**src/rtl/bist_control_param.sv**
```systemverilog
// Parametrised BIST sequencer: drives pattern-valid, seed-select and phase
// strobes for the pattern generator and signature register of a circuit
// under test, and keeps a registered pass/abort verdict of the last run.
//
// state    | meaning
// ---------+---------------------------------------------------------------
// S_IDLE   | after reset, waiting for start low (stuck-high start guard)
// S_ARMED  | start seen low, waiting for start high
// S_INIT   | one-cycle seed load, counters and verdict cleared
// S_RUN    | pattern rounds in progress (pattern cycles + one gap per round)
// S_FINISH | normal end of run, verdict captured from sig_ok
// S_HOLD   | run ended, waiting for start low
// S_DONE   | run ended, waiting for start high to restart

module bist_control_param #(
    parameter int N          = 9,
    parameter int M          = 100,
    parameter int SEED_ROUND = 14,
    localparam int PW        = $clog2(N + 1),
    localparam int RW        = $clog2(M + 1)
) (
    input  logic          clk,
    input  logic          reset_n,
    input  logic          start,
    input  logic          abort,
    input  logic          cont,
    input  logic          sig_ok,
    output logic          init,
    output logic          running,
    output logic          out,
    output logic          seed,
    output logic          finish,
    output logic          bist_end,
    output logic          pass,
    output logic          aborted,
    output logic [RW-1:0] round,
    output logic [PW-1:0] pat
);

    typedef enum logic [2:0] {
        S_IDLE   = 3'd0,
        S_ARMED  = 3'd1,
        S_INIT   = 3'd2,
        S_RUN    = 3'd3,
        S_FINISH = 3'd4,
        S_HOLD   = 3'd5,
        S_DONE   = 3'd6
    } state_t;

    // Position N in a round is the gap cycle; round M-1 is the last round.
    // The seed threshold fits in RW bits because SEED_ROUND never exceeds M.
    localparam logic [PW-1:0] PAT_GAP    = PW'(N);
    localparam logic [RW-1:0] ROUND_LAST = RW'(M - 1);
    localparam logic [RW-1:0] SEED_FIRST = RW'(SEED_ROUND);

    state_t state;

    // Sequencer state, round/pattern counters and the registered verdict.
    always_ff @(posedge clk or negedge reset_n) begin
        if (!reset_n) begin
            state   <= S_IDLE;
            pat     <= '0;
            round   <= '0;
            pass    <= 1'b0;
            aborted <= 1'b0;
        end else begin
            case (state)
                S_IDLE: begin
                    if (!start)
                        state <= S_ARMED;
                end
                S_ARMED: begin
                    if (start)
                        state <= S_INIT;
                end
                S_INIT: begin
                    pat     <= '0;
                    round   <= '0;
                    pass    <= 1'b0;
                    aborted <= 1'b0;
                    state   <= S_RUN;
                end
                S_RUN: begin
                    // Abort wins over the end-of-run gap so a late abort
                    // never produces a finish strobe.
                    if (abort) begin
                        aborted <= 1'b1;
                        pass    <= 1'b0;
                        state   <= S_HOLD;
                    end else if (pat == PAT_GAP) begin
                        pat <= '0;
                        // The last round stays at M-1 so the counter never wraps.
                        if (round == ROUND_LAST)
                            state <= S_FINISH;
                        else
                            round <= round + RW'(1);
                    end else begin
                        pat <= pat + PW'(1);
                    end
                end
                S_FINISH: begin
                    pass  <= sig_ok;
                    state <= cont ? S_INIT : S_HOLD;
                end
                S_HOLD: begin
                    if (!start)
                        state <= S_DONE;
                end
                S_DONE: begin
                    if (start)
                        state <= S_INIT;
                end
                default: state <= S_IDLE;
            endcase
        end
    end

    // Moore decode of the strobes; unlisted and unreachable states drive 0.
    always_comb begin
        init     = 1'b0;
        running  = 1'b0;
        out      = 1'b0;
        seed     = 1'b0;
        finish   = 1'b0;
        bist_end = 1'b0;
        case (state)
            S_INIT: init = 1'b1;
            S_RUN: begin
                running = 1'b1;
                out     = (pat != PAT_GAP);
                seed    = (pat != PAT_GAP) && (round >= SEED_FIRST);
            end
            S_FINISH: begin
                finish   = 1'b1;
                bist_end = 1'b1;
            end
            S_HOLD:  bist_end = 1'b1;
            S_DONE:  bist_end = 1'b1;
            default: ;
        endcase
    end

endmodule
```
**config.mk**
```make
export PLATFORM = sky130hd
export DESIGN_NAME = bist_control_param
export DESIGN_NICKNAME = d
export VERILOG_FILES = /design/src/rtl/bist_control_param.sv
export SDC_FILE = /design/constraint.sdc
export NUM_CORES = 1
export LEC_CHECK = 0
export ABC_AREA = 1
export CAP_MARGIN = 20
export CORE_ASPECT_RATIO = 1.1
export CORE_MARGIN = 2
export CORE_UTILIZATION = 28
export CTS_CLUSTER_SIZE = 14
export DETAILED_ROUTE_END_ITERATION = 8
export GPL_ROUTABILITY_DRIVEN = 0
export PLACE_DENSITY = 0.54
export SYNTH_ARGS = -nofsm -noshare
export SYNTH_HDL_FRONTEND = slang
export SYNTH_SLANG_ARGS = --single-unit
```
**constraint.sdc**
```tcl
create_clock -name clk -period 2.6 [get_ports clk]
set_input_delay 0.52 -clock clk [delete_from_list [all_inputs] [get_ports clk]]
set_output_delay 0.52 -clock clk [all_outputs]
set_load 0.01 [all_outputs]
```
==> summary.md, run 1 <==
| Metric | Value |
|---|---|
| CTS tree | done |
| Mapped Nets | 173 |
| Hold Fails Final Rpt | 0 |
| Max Cap Viol | 0 |
| Worst Hold Slack | between 400 and 500 ps |
| Fill cells | 430 |
| VDD IR max | 0.279 mV |
| H-tree levels | 1 |
| Crit path kind | reg2out |
| Sequential area share after synthesis | 0.352 |
| Initial core utilization | 0.289 |
| # hold bufs at CTS | 0 |
| Pint | ~0.69 mW |
| Post-CTS setup buffer count | 0 |
| Synth warn | 0 |
| Switch share | 0.434 |
| Biggest area consumer among synthesized cells | dfrtp_1 |
| Initial antenna violation count | 0 |
| Net Switching | 0.525 mW |
| Slowest stage delay, CP | 560 ps |
| Area grow syn2layout | 29.9% |
| Syn Inst Count | 163 |
| Clock power frac | 0.185 |
| Clk Tree Root Cell | clkbuf_8 |
| Wire per inst | 10.7 µm |
| Critical Path RT | approximately 2100 ps |
| Crit-path cells | inv_2, nand3_2, nor2_2, clkdlybuf4s50_1 |
| Combinational power share | 0.494 |
| Hold Path Stages | 2 |
| Post-CTS sizing | 0 |
| Max-slew violations | 0 |
| Vias in the first global route | 974 |
| Slew margin rel. | 0.495 |
| # port buffers | 24 |
| CTS clk-pin slew, worst paths | around 60 ps |
| Antenna Cells | 0 |
| Crit path DAT | 1870 ps |
| Status | completed |
| Worst slack at placement | 465 ps |
| Flop pwr share | 0.321 |
| Minimum clock period | 2390 ps |
| Grt ovf | 0 |
| Final setup violation count | 0 |
| Area after DPL | between 1000 and 1500 µm² |
| Slowest cell on crit path | clkdlybuf4s50_1 |
| Critical path depth in cells | 4 |
| Ranking of synthesized cells by area | dfrtp_1, nand2_1, nand3_1 |
| Library cells used by synthesis | 26 |
| Via density | 4.34 |
| DR iter-0 viols | 52 |
| FMAX | 418 MHz |
| Reg2reg path depth | 8 |
| CTS Buf Count | 3 |
| Register Area | 400 µm² |
| DR pass1 iterations | 4 |
| Largest delay share family, worst path | buffers and inverters |
| Total wire length | 2590 µm |
| CTS Buffer Depth | 2 |
| Setup ws final | approximately 210 ps |
| Number of synthesized register bits | 16 |
| Die area | 4590 µm² |
| Die height | 70.8 µm |
| Worst hold path type | reg2reg |
| Core Area | a little under 4000 µm² |
| HPWL Detailed | 1930 µm |
| Clk_lat worst skew | 250 ps |
| First-pass GRT wire length | 4410 µm |
| Area share of the largest cell type after synthesis | 0.352 |
| Share of layout cells above drive strength 1 | 0.0847 |
| Total Routing Usage GR | 0.124 |
| Number of nets with antenna violations after routing | 0 |
| Multi-input gate area | 623 µm² |
| LEAKAGE | about 0.74 nW |
| Total negative slack | 0 ps |
| Die Wd | 64.8 µm |
| DRC | 0 |
| Syn Area/Cell | 6.98 µm² |
| RSZ-0062 raised after global routing | false |
| Site Rows | 24 |
| Clk sink count | 16 |
| Design area | approximately 1500 µm² |
| Vias | 1047 |
| Slew @ Worst Pin | 756 ps |
| Top-Level Pins | 25 |
| Period Utilization, post-route | 0.919 |
| Pin count of the biggest net entering global routing | 17 |
| Cell Area, Synth | 1140 µm² |
| CP Capture Type | primary output |
| Crit path buf inv count | 2 |
| Post-Layout Cell Count | 241 |
| Final Power | 1.21 mW |
| Fin Clk Skew | 0.921 ps |
| Power density over the cells | just over 800 nW/µm² |
| Utilization after layout | 0.376 |
| Worst setup SP type | flip-flop |
| Nets@finish | 200 |
| Dpl cells | 237 |
| CP Max Fanout | 9 |
cells in the final DEF (no fill, tap or decap), types with 2 or more instances in the layout:
cell             netlist  layout
inv_1                 20      20
nand3_1               16      16
o22ai_1                2       2
clkdlybuf4s50_1        0      24
o21ai_0                3       3
nand4_1                2       2
xor2_1                 2       2
nand2_1               55      55
o21bai_1               2       2
nand3_2                2       2
nand2_4                3       3
buf_4                  1       2
ha_1                   4       4
clkbuf_8               0       4
nor2_1                21      21
dfrtp_1               16      16
a21oi_1                2       2
sequential cells by signal (all words and copies together), names as in the netlist:
signal,cells
aborted,1
pass,1
pat,4
round,7
state,3
final cells by class:
class                           instances  area share
Multi-Input combinational cell        122       0.422
Tap cell                               52      0.0440
Inverter                               21      0.0533
Sequential cell                        16       0.271
Timing Repair Buffer                   26       0.173
Clock buffer                            4      0.0373
cell usage after synthesis:
| master | count |
|---|---|
| nand2_1 | 55 |
| nor2_1 | 21 |
| inv_1 | 20 |
| dfrtp_1 | 16 |
| nand3_1 | 16 |
| ha_1 | 4 |
| nand2_4 | 3 |
| o21ai_0 | 3 |
| a21oi_1 | 2 |
| buf_6 | 2 |
| nand3_2 | 2 |
| nand4_1 | 2 |
| o21bai_1 | 2 |
| o22ai_1 | 2 |
| xor2_1 | 2 |
| buf_2 | 1 |
| buf_4 | 1 |
| inv_2 | 1 |
| mux2i_1 | 1 |
| nand2_2 | 1 |
| nand3b_1 | 1 |
| nor2_2 | 1 |
| nor2_4 | 1 |
| nor2_8 | 1 |
| nor3_1 | 1 |
| o21ai_1 | 1 |
metal layers:
layer / wire (µm) / part of all wire / vias to the layer above / track usage
met1: 1260 / 0.49 / 452 / 0.163
met2: 1140 / 0.44 / 27 / 0.192
li1: - / - / 563 / -
met4: 57 / 0.022 / 0 / 0.0709
met5: 0 / 0 / - / 0
met3: 130 / 0.050 / 5 / 0.0223
final timing paths:
check / start / to / slack, ps
setup / recovery: state[2] / out / 210
hold / removal: aborted / aborted / 480
setup reg to reg: round[1] / round[6] / 1020
hold reg to reg: aborted / aborted / 480
max in group asynchronous: reset_n / pat[3] / 1420
min in group asynchronous: reset_n / round[0] / 710
worst reg2reg max path, cell delays in order (launching register included):
cell and delay (ps):
dfrtp_1 460, ha_1 240, inv_1 70, nor2_1 210, nand3b_1 110, nor2_1 180
nor2_4 90, nand2_1 70, nand2_1 40
logic make-up (layout without fill, tap and decap cells):
logic type | count (synthesis) | count (layout) | synth area share
AOI/OAI and AO/OA | 10 | 10 | 0.0506
and+or+nand+nor | 105 | 105 | 0.429
xor gates and xnor gates | 2 | 2 | 0.0154
adders and majority gates | 4 | 4 | 0.0440
muxes | 1 | 1 | 0.00880
buffers and inverters | 25 | 51 | 0.100
DFF | 16 | 16 | 0.352
power groups by stage:
stage	logic (mW)	clock network (mW)	registers, mW
floorplan	0.452	0	0.353
global placement	0.614	0	0.392
detailed placement	0.608	0	0.393
CTS	0.610	0.235	0.389
global route	0.668	0.249	0.397
finish	0.598	0.225	0.389
Note: power is estimated with default switching activity, not from simulation.
==> run 2: changes to the inputs <==
--- a/config.mk
+++ b/config.mk
@@ -6,7 +6,7 @@
 export NUM_CORES = 1
 export LEC_CHECK = 0
 export ABC_AREA = 1
-export CAP_MARGIN = 20
+export CAP_MARGIN = 15
 export CORE_ASPECT_RATIO = 1.1
 export CORE_MARGIN = 2
 export CORE_UTILIZATION = 28
==> results of run 2 <==
The final DEF is identical to that of run 1; final timing and power are the same.
==> run 3: changes to the inputs <==
--- a/config.mk
+++ b/config.mk
@@ -10,9 +10,10 @@
 export CORE_ASPECT_RATIO = 1.1
 export CORE_MARGIN = 2
 export CORE_UTILIZATION = 28
-export CTS_CLUSTER_SIZE = 14
+export CTS_CLUSTER_SIZE = 16
 export DETAILED_ROUTE_END_ITERATION = 8
 export GPL_ROUTABILITY_DRIVEN = 0
+export HOLD_SLACK_MARGIN = 0.08
 export PLACE_DENSITY = 0.54
 export SYNTH_ARGS = -nofsm -noshare
 export SYNTH_HDL_FRONTEND = slang
==> constraint.sdc (replaced) <==
create_clock -name clk -period 2.95 [get_ports clk]
set_input_delay 0.59 -clock clk [delete_from_list [all_inputs] [get_ports clk]]
set_output_delay 0.59 -clock clk [all_outputs]
set_load 0.01 [all_outputs]
==> run 3 against run 2 <==
Compared with the run above:
- non-clock buffer count is 2 lower
- cell area decreased by 1.0%
- flip-flop and latch count unchanged
- utilization decreased by 0.38 points
- register-to-register slack improved by 350 ps
- final cell count shrank 0.83%
- first-iteration DRC count is 50% lower
- hold slack worse by 7.1 ps
- die area did not move
==> summary.md, run 3 (synthesis results as in run 1) <==
| Metric | Value |
|---|---|
| Hold Fails Final Rpt | 0 (unchanged) |
| CTS Buffer Depth | 2 (unchanged) |
| H-tree levels | 1 (unchanged) |
| Die area | 4590 µm² (unchanged) |
| Pin count of the biggest net entering global routing | 17 (unchanged) |
| Post-Layout Cell Count | 239 (-0.83%) |
| Crit path DAT | 1920 ps (+50 ps) |
| Via density | 4.41 (+1.6%) |
| CTS tree | done |
| Commonest non-fill, non-tap cell in the layout | nand2_1 |
| DR pass1 iterations | 4 (unchanged) |
| Area grow syn2layout | 28.6% |
| DRC | 0 (unchanged) |
| Nets@finish | 198 (-1.0%) |
| Slowest cell on crit path | clkdlybuf4s50_1 |
| Number of nets with antenna violations after routing | 0 (unchanged) |
| Slew @ Worst Pin | 788 ps (+32.4 ps) |
| Critical Path RT | 2360 ps (+280 ps) |
| Largest reg by FF count | round |
| Post-CTS setup buffer count | 0 (unchanged) |
| Wire per inst | 11.0 µm (+2.7%) |
| Post-CTS sizing | 0 (unchanged) |
| Power density over the cells | 730 nW/µm² (-11%) |
| Total negative slack | 0 ps (unchanged) |
| Biggest regs | round (7), pat (4), state (3) |
| Status | completed |
| Clk Tree Root Cell | clkbuf_8 |
| LEAKAGE | 0.729 nW (-1.3%) |
| Total wire length | 2630 µm (+1.8%) |
| Max layer used | met4 |
| Initial antenna violation count | 0 (unchanged) |
| CP Max Fanout | 7 (-2) |
| RSZ-0062 raised after global routing | false |
| Fin Clk Skew | 3.52 ps (+2.60 ps) |
| Crit-path cells | nand2_4, nor2_8, o21ai_1, a21oi_1, clkdlybuf4s50_1 |
| First-pass GRT wire length | 4720 µm (+7.0%) |
| # port buffers | 24 (unchanged) |
| Max-slew violations | 0 (unchanged) |
| Site Rows | 24 (unchanged) |
| Share of layout cells above drive strength 1 | 0.0749 (-0.00979) |
| Antenna Cells | 0 (unchanged) |
| DR iter-0 viols | 26 (-50%) |
| Metal2 WL | 1160 µm (+2.5%) |
| Core Area | 3930 µm² (unchanged) |
| CP Capture Type | primary output |
| Initial core utilization | 0.289 (unchanged) |
| Top-Level Pins | 25 (unchanged) |
| Clk sink count | 16 (unchanged) |
| HPWL Detailed | 1960 µm (+1.0%) |
| Die Wd | 64.8 µm (unchanged) |
| CTS Buf Count | 3 (unchanged) |
| Crit path kind | reg2out |
| Routed length on met3 | 101 µm (-22%) |
| Max Cap Viol | 0 (unchanged) |
| FMAX | 398 MHz |
| Grt ovf | 0 (unchanged) |
| Clk_lat worst skew | 250 ps (about the same) |
| Worst hold path type | reg2reg |
| Slowest stage delay, CP | 560 ps (about the same) |
| Minimum clock period | ~2500 ps |
| Period Utilization, post-route | 0.851 |
| # hold bufs at CTS | 0 (unchanged) |
| Vias | 1055 (+0.76%) |
| VDD IR max | 0.265 mV (-4.9%) |
| Fill cells | 406 (-5.6%) |
| Number of flip-flops in the largest register | 7 (unchanged) |
| Die height | 70.8 µm (unchanged) |
| Dpl cells | 235 (-0.84%) |
| CTS clk-pin slew, worst paths | 70 ps (about the same) |
| Vias in the first global route | 1062 (+9.0%) |
| Worst setup SP type | flip-flop |
| Final setup violation count | 0 (unchanged) |
| Most frequent cells in the layout | nand2_1, clkdlybuf4s50_1, nor2_1 |
| Total Routing Usage GR | 0.131 (+0.00621) |
| Slew margin rel. | 0.473 (-0.0217) |
| Wire length on met1 | 1300 µm (+3.1%) |
-- run 3: cell types whose count changed in the layout (fill, tap and decap cells not counted) --
cell	change
buf_4	-2
-- run 3: report_power, final --
| part | internal, mW | total, mW | leakage [nW] | switching [mW] |
|---|---|---|---|---|
| combinational | 0.215 | 0.521 | 0.484 | 0.307 |
| clock | 0.119 | 0.201 | 0.0288 | 0.0824 |
| sequential | 0.264 | 0.345 | 0.216 | 0.0801 |
-- run 3: worst max-delay path: cells and delay by family (launching register included) --
family | cells | cell delay [ps]
simple gates | 2 | 250
compound gates | 2 | 340
flops | 1 | 510
buf+inv | 1 | 560
-- run 3: metal layers --
metal  track usage  up-vias
met5             0        -
met4        0.0686        0
met3        0.0238        7
met2         0.202       25
met1         0.173      461
li1              -      562
-- run 3: cell type report --
class                      count  area [µm²]  share of cell area
clock buffer                   4        55.1              0.0376
multi-input combinational    122         623               0.426
inverter                      21        78.8              0.0539
timing repair buffer          24         240               0.164
tap                           52        65.1              0.0445
sequential                    16         400               0.274
-- run 3: path summary, 6_finish.rpt --
check / startpoint / end / slack, ps / cells after the start
worst max register to register: pat[1] / round[2] / 1370 / 7
min in group asynchronous: reset_n / round[1] / 790 / 1
worst min-delay path: aborted / aborted / 470 / 2
worst min register to register: aborted / aborted / 470 / 2
max in group asynchronous: reset_n / pat[3] / 1670 / 1
worst max-delay path: state[0] / seed / 440 / 5
-- run 3: stage by stage --
| step | setup WS, ps | cell area [µm²] | total power [mW] | hold slack, ps | util |
|---|---|---|---|---|---|
| after global placement | 737 | 1410 | 0.876 | 454 | 0.358 |
| after global routing | 335 | 1460 | 1.17 | 498 | 0.372 |
| after CTS | 431 | 1460 | 1.09 | 477 | 0.372 |
| final | 440 | 1460 | 1.07 | 472 | 0.372 |
| after detailed placement | 721 | 1410 | 0.878 | 460 | 0.358 |
| after floorplan | 1240 | 1140 | 0.709 | 294 | - |
